[config.mk]
export PLATFORM = sky130hd
export DESIGN_NAME = spi_ram_ctrl
export DESIGN_NICKNAME = d
export VERILOG_FILES = /design/src/rtl/spi_ram_pkg.sv /design/src/rtl/spi_ram_ptr.sv /design/src/rtl/spi_ram_ctrl.sv
export SDC_FILE = /design/constraint.sdc
export NUM_CORES = 2
export LEC_CHECK = 0
export CAP_MARGIN = 20
export CORE_ASPECT_RATIO = 1.5
export CORE_MARGIN = 4
export CORE_UTILIZATION = 35
export CTS_CLUSTER_DIAMETER = 40
export DETAILED_ROUTE_END_ITERATION = 12
export DONT_BUFFER_PORTS = 1
export MAX_ROUTING_LAYER = met4
export SLEW_MARGIN = 40
export SYNTH_ARGS = -nofsm -noshare
export SYNTH_HDL_FRONTEND = slang
export SYNTH_SLANG_ARGS = --single-unit
export TNS_END_PERCENT = 50
[constraint.sdc]
create_clock -name clk -period 6.2 [get_ports clk]
set_clock_uncertainty 0.05 [all_clocks]
set_input_delay 0.93 -clock clk [delete_from_list [all_inputs] [get_ports clk]]
set_output_delay 0.93 -clock clk [all_outputs]
set_load 0.02 [all_outputs]
[src/rtl/spi_ram_pkg.sv]
// Shared definitions for the SPI-attached command-decoded RAM controller.
// Command encodings travel in the top two bits of each received word.
package spi_ram_pkg;

    localparam int unsigned CMD_W = 2;

    typedef enum logic [CMD_W-1:0] {
        CMD_SET_WADDR = 2'b00,
        CMD_WRITE     = 2'b01,
        CMD_SET_RADDR = 2'b10,
        CMD_READ      = 2'b11
    } cmd_e;

    typedef enum logic {
        StIdle,
        StFull
    } tx_state_e;

endpackage

[src/rtl/spi_ram_ptr.sv]
// Single address pointer: range-checked load plus wrap-around advance at MEM_DEPTH-1.
// range_err pulses for the cycle of a rejected load; the pointer keeps its value then.
module spi_ram_ptr #(
    parameter int unsigned ADDR_W    = 8,
    parameter int unsigned MEM_DEPTH = 256
) (
    input  logic              clk,
    input  logic              rst_n,
    input  logic              load,
    input  logic              adv,
    input  logic [ADDR_W-1:0] load_val,
    output logic [ADDR_W-1:0] ptr,
    output logic              range_err
);

    // One extra bit so MEM_DEPTH == 2**ADDR_W is representable.
    localparam logic [ADDR_W:0]   DEPTH_EXT = (ADDR_W + 1)'(MEM_DEPTH);
    localparam logic [ADDR_W-1:0] LAST_ADDR = ADDR_W'(MEM_DEPTH - 1);

    logic [ADDR_W-1:0] ptr_q, ptr_d;

    always_comb begin
        ptr_d     = ptr_q;
        range_err = load && ({1'b0, load_val} >= DEPTH_EXT);
        if (load) begin
            if (!range_err) begin
                ptr_d = load_val;
            end
        end else if (adv) begin
            ptr_d = (ptr_q == LAST_ADDR) ? '0 : ptr_q + 1'b1;
        end
    end

    always_ff @(posedge clk) begin
        if (!rst_n) begin
            ptr_q <= '0;
        end else begin
            ptr_q <= ptr_d;
        end
    end

    assign ptr = ptr_q;

endmodule

[src/rtl/spi_ram_ctrl.sv]
// Command-decoded single-port RAM behind the SPI slave: write/read pointers, read data
// handed to the transmitter over valid/ready, sticky overrun and address-range flags.
module spi_ram_ctrl
    import spi_ram_pkg::*;
#(
    parameter int unsigned DATA_W    = 8,
    parameter int unsigned ADDR_W    = 8,
    parameter int unsigned MEM_DEPTH = 256,
    parameter int unsigned AUTO_INC  = 1
) (
    input  logic              clk,
    input  logic              rst_n,
    input  logic [DATA_W+1:0] din,
    input  logic              rx_valid,
    output logic [DATA_W-1:0] dout,
    output logic              tx_valid,
    input  logic              tx_ready,
    output logic              overrun,
    output logic              addr_err
);

    localparam bit AutoInc = (AUTO_INC != 0);

    cmd_e              cmd;
    logic [DATA_W-1:0] payload;
    logic [ADDR_W-1:0] addr_val;

    assign cmd      = cmd_e'(din[DATA_W+1:DATA_W]);
    assign payload  = din[DATA_W-1:0];
    assign addr_val = payload[ADDR_W-1:0];

    logic is_set_w, is_write, is_set_r, is_read;

    always_comb begin
        is_set_w = 1'b0;
        is_write = 1'b0;
        is_set_r = 1'b0;
        is_read  = 1'b0;
        if (rx_valid) begin
            unique case (cmd)
                CMD_SET_WADDR: is_set_w = 1'b1;
                CMD_WRITE:     is_write = 1'b1;
                CMD_SET_RADDR: is_set_r = 1'b1;
                CMD_READ:      is_read  = 1'b1;
                default:       ;
            endcase
        end
    end

    tx_state_e state_q, state_d;
    logic      read_go;
    logic      read_drop;

    // A READ is only refused when the previous word is still unconsumed.
    assign read_go   = is_read && ((state_q == StIdle) || tx_ready);
    assign read_drop = is_read && (state_q == StFull) && !tx_ready;

    always_comb begin
        state_d = state_q;
        unique case (state_q)
            StIdle: if (read_go) state_d = StFull;
            StFull: if (tx_ready && !read_go) state_d = StIdle;
            default: state_d = StIdle;
        endcase
    end

    logic [ADDR_W-1:0] wr_ptr, rd_ptr;
    logic              wr_range_err, rd_range_err;

    spi_ram_ptr #(
        .ADDR_W    (ADDR_W),
        .MEM_DEPTH (MEM_DEPTH)
    ) u_wr_ptr (
        .clk       (clk),
        .rst_n     (rst_n),
        .load      (is_set_w),
        .adv       (is_write && AutoInc),
        .load_val  (addr_val),
        .ptr       (wr_ptr),
        .range_err (wr_range_err)
    );

    spi_ram_ptr #(
        .ADDR_W    (ADDR_W),
        .MEM_DEPTH (MEM_DEPTH)
    ) u_rd_ptr (
        .clk       (clk),
        .rst_n     (rst_n),
        .load      (is_set_r),
        .adv       (read_go && AutoInc),
        .load_val  (addr_val),
        .ptr       (rd_ptr),
        .range_err (rd_range_err)
    );

    logic [DATA_W-1:0] mem [MEM_DEPTH];

    // Contents survive reset, so the array has no reset branch.
    always_ff @(posedge clk) begin
        if (rst_n && is_write) begin
            mem[wr_ptr] <= payload;
        end
    end

    logic [DATA_W-1:0] dout_q;
    logic              overrun_q, addr_err_q;

    always_ff @(posedge clk) begin
        if (!rst_n) begin
            state_q    <= StIdle;
            dout_q     <= '0;
            overrun_q  <= 1'b0;
            addr_err_q <= 1'b0;
        end else begin
            state_q <= state_d;
            if (read_go) begin
                dout_q <= mem[rd_ptr];
            end
            if (read_drop) begin
                overrun_q <= 1'b1;
            end
            if (wr_range_err || rd_range_err) begin
                addr_err_q <= 1'b1;
            end
        end
    end

    assign dout     = dout_q;
    assign tx_valid = (state_q == StFull);
    assign overrun  = overrun_q;
    assign addr_err = addr_err_q;

endmodule

==> run summary <==
DRT antenna net count -> 0
PwrDens -> 312 nW/µm²
Post-CTS Setup Inserts -> 0
Ys Warns -> 0
Outcome -> complete, no violations
Synth Cell Area -> 81,400 µm²
Dpl hpwl -> 128 mm
Post-CTS sizing -> 0
First-pass GRT wire length -> 300 mm
Minimum clock period -> 4.25 ns
Pre-CTS setup slack -> 1.86 ns
Number of synthesized flops with an enable pin -> 2,048
Largest stage delay, worst path -> 0.85 ns
Final Cycle Share -> 0.686
Yosys reg bits -> 2,074
Max VDD drop -> 0.202 mV
Number of cells on the worst reg-to-reg path -> 8
Clock edge transition at the registers on the reported setup and hold paths -> 0.06 ns
Fmax -> 235 MHz
Max-cap violation count -> 0
Critical Path Sink Type -> flop
Post-Syn Nets -> 4,113
CTS root buffer -> clkbuf_16
CTS tree -> done
Placed Area -> 84,400 µm²
Worst-Skew Late Latency -> 0.84 ns
Grt ovf -> 0
# IOs -> 25
CTS max path bufs -> 4
WHS Path Cells -> 0
Number of global-route vias before repair -> 41,198
Worst Tran Pin Value -> 1.20 ns
Initial DRT Pass Iterations -> 6
DR vias -> 39,717
Antenna violations before repair -> 3
Synth async-reset ratio -> 0
Fillcell total -> 20,447
Initial core utilization -> 0.352
Non-filler cells, final -> 7,328
H-Tree Depth -> 4
Setup ws final -> 1.95 ns
Row count -> 216
Startpoint types -> flop
Initial DRC Count -> 3,786
Hold WC Path Type -> primary input to flop
Die W -> 402 µm
Commonest non-fill, non-tap cell in the layout -> edfxtp_1
Yosys cell types -> 72
Avg Inst Size Synth -> 19.9 µm²
Placed cells -> 6,972
HP Start -> din[4]
Share of layout cells above drive strength 1 -> 0.207
Num CTS Buffers -> 194
Die area -> 241,000 µm²
Hold Path Sink -> mem[36][4]
Core area -> 231,000 µm²
Synth area leader -> edfxtp_1
WL final -> 209 mm
Layout area overhead -> 11.7%
DR WL/cell -> 28.5 µm
Slowest stage cell, crit path -> dfxtp_4
R2R Path Start -> u_rd_ptr.ptr[2]
CTS sink cnt -> 2,074
Pins over their slew limit -> 0
Placer Congestion -> 0.909
FF-to-FF End -> dout[7]
WP data required -> 6.91 ns
Setup TNS -> 0 ns
RSZ-0062 raised after global routing -> no
Nets -> 4,143
Post-layout util -> 0.394
Die Height -> 599 µm
Dominant synthesized flop cell -> edfxtp_1
Syn Inst Count -> 4,094
Synth area leaders -> edfxtp_1 (76%), mux4_2 (10%), mux2i_1 (4.2%), nor2_1 (1.5%), o22ai_1 (0.73%)
Crit Path Max Fanout -> 76
Post-route cell area -> 90,900 µm²
I/O Buffers -> 0
Setup CP Type -> flop to flop
Final setup viols -> 0
CTS Hold Buffers Added -> 0
Seq/Total Area, Yosys -> 0.762
Final hold vios -> 0
Crit path arrival time -> 4.97 ns
R2r setup slk -> 1.95 ns
Residual DRC -> 0
Leakage power -> 26.6 nW
CP cell instances -> buf_12, nor2b_2, buf_4, a22oi_1, a21oi_1, nand3_1, o2bb2a_1, o21ai_1
DR vias/cell -> 5.42
Total Routing Usage GR -> 0.175
Commonest non-fill, non-tap cells in the layout -> edfxtp_1 (2,048), mux4_2 (371), mux2i_1 (338), nor2_1 (229), clkbuf_16 (196)
Max-Slew Margin vs Limit -> 0.202
Largest net degree at the start of global routing -> 259
Synth top area share -> 0.756
==> cells in the mapped netlist, types with 7 or more instances <==
| master | instances |
|---|---|
| nor3_1 | 13 |
| buf_1 | 12 |
| and3_1 | 8 |
| buf_12 | 13 |
| buf_6 | 43 |
| buf_4 | 38 |
| buf_2 | 33 |
| nor2b_1 | 16 |
| a2111oi_0 | 7 |
| nand4_1 | 10 |
| edfxtp_1 | 2048 |
| o21ai_0 | 39 |
| a22oi_1 | 54 |
| a21oi_1 | 64 |
| or3_1 | 9 |
| a32oi_1 | 8 |
| and2_1 | 11 |
| nand3_1 | 30 |
| o21ai_1 | 24 |
| mux4_2 | 371 |
| o221ai_1 | 44 |
| o22ai_1 | 95 |
| nor2_1 | 330 |
| a211oi_1 | 40 |
| nand2_1 | 127 |
| dfxtp_1 | 26 |
| buf_8 | 13 |
| clkbuf_1 | 98 |
| o2111ai_1 | 14 |
| a221o_1 | 7 |
| a221oi_1 | 27 |
| mux2i_1 | 339 |
==> where the power goes <==
part | total, W | switching [W] | internal (W)
combinational | 0.00131 | 0.000789 | 0.000517
sequential | 0.0154 | 0.0000422 | 0.0154
clock | 0.0117 | 0.00512 | 0.00653
total | 0.0284 | 0.00595 | 0.0224
==> flip-flops by register name, indices dropped and copies added, names as in the netlist <==
signal        count
mem            2048
u_wr_ptr.ptr      8
dout              8
overrun           1
tx_valid          1
u_rd_ptr.ptr      8
==> critical path: cells and delay by family, from the launching register on <==
family                 cells  cell delay [ns]
and+or+nand+nor            2             1.11
buffers and inverters      2             0.92
DFF                        1             0.85
AOI/OAI and AO/OA          4             1.19
==> worst max path at each step <==
| stage | from | end | depth (start not counted) |
|---|---|---|---|
| 6_report | u_rd_ptr.ptr[2] | dout[7] | 8 |
| 5_1_grt | u_rd_ptr.ptr[2] | dout[7] | 8 |
| 4_1_cts | u_rd_ptr.ptr[1] | dout[7] | 9 |
| 3_5_place_dp | u_rd_ptr.ptr[1] | dout[7] | 9 |
| 2_1_floorplan | rx_valid | mem[220][0] | 6 |
| 3_3_place_gp | u_rd_ptr.ptr[1] | dout[7] | 9 |
==> per-stage QoR <==
stage          hold WS (ns)  power [W]
2_1_floorplan         0.477     0.0166
3_3_place_gp          0.516     0.0169
3_5_place_dp          0.534     0.0170
4_1_cts               0.119     0.0285
5_1_grt              0.0997     0.0292
6_report              0.151     0.0284
==> cell type report <==
cell class	count	area, µm²	area share
antenna	6	15.0	0.000165
clock buffer	231	5040	0.0554
clock inverter	111	1070	0.0118
inverter	7	28.8	0.000316
multi-input combinational	1762	18000	0.198
sequential	2074	62000	0.682
tap	3052	3820	0.0420
timing repair buffer	85	932	0.0103
==> cell families after synthesis <==
kind of cell	count (synthesis)	share of synthesized area
fa+ha+maj	5	0.000769
mux	711	0.144
flops	2074	0.762
simple gates	584	0.0308
compound gates	458	0.0392
other cells	1	0.0000461
buf+inv	258	0.0225
xor+xnor	3	0.000323
==> layer usage <==
metal  vias to the layer above  track usage  part of all wire
li1                      16889            -                 -
met1                     21013        0.194              0.35
met2                      1348        0.305              0.52
met3                       467       0.0264             0.058
met4                         0       0.0977             0.066
met5                         -            -                 0
(Power assumes the default switching activity.)
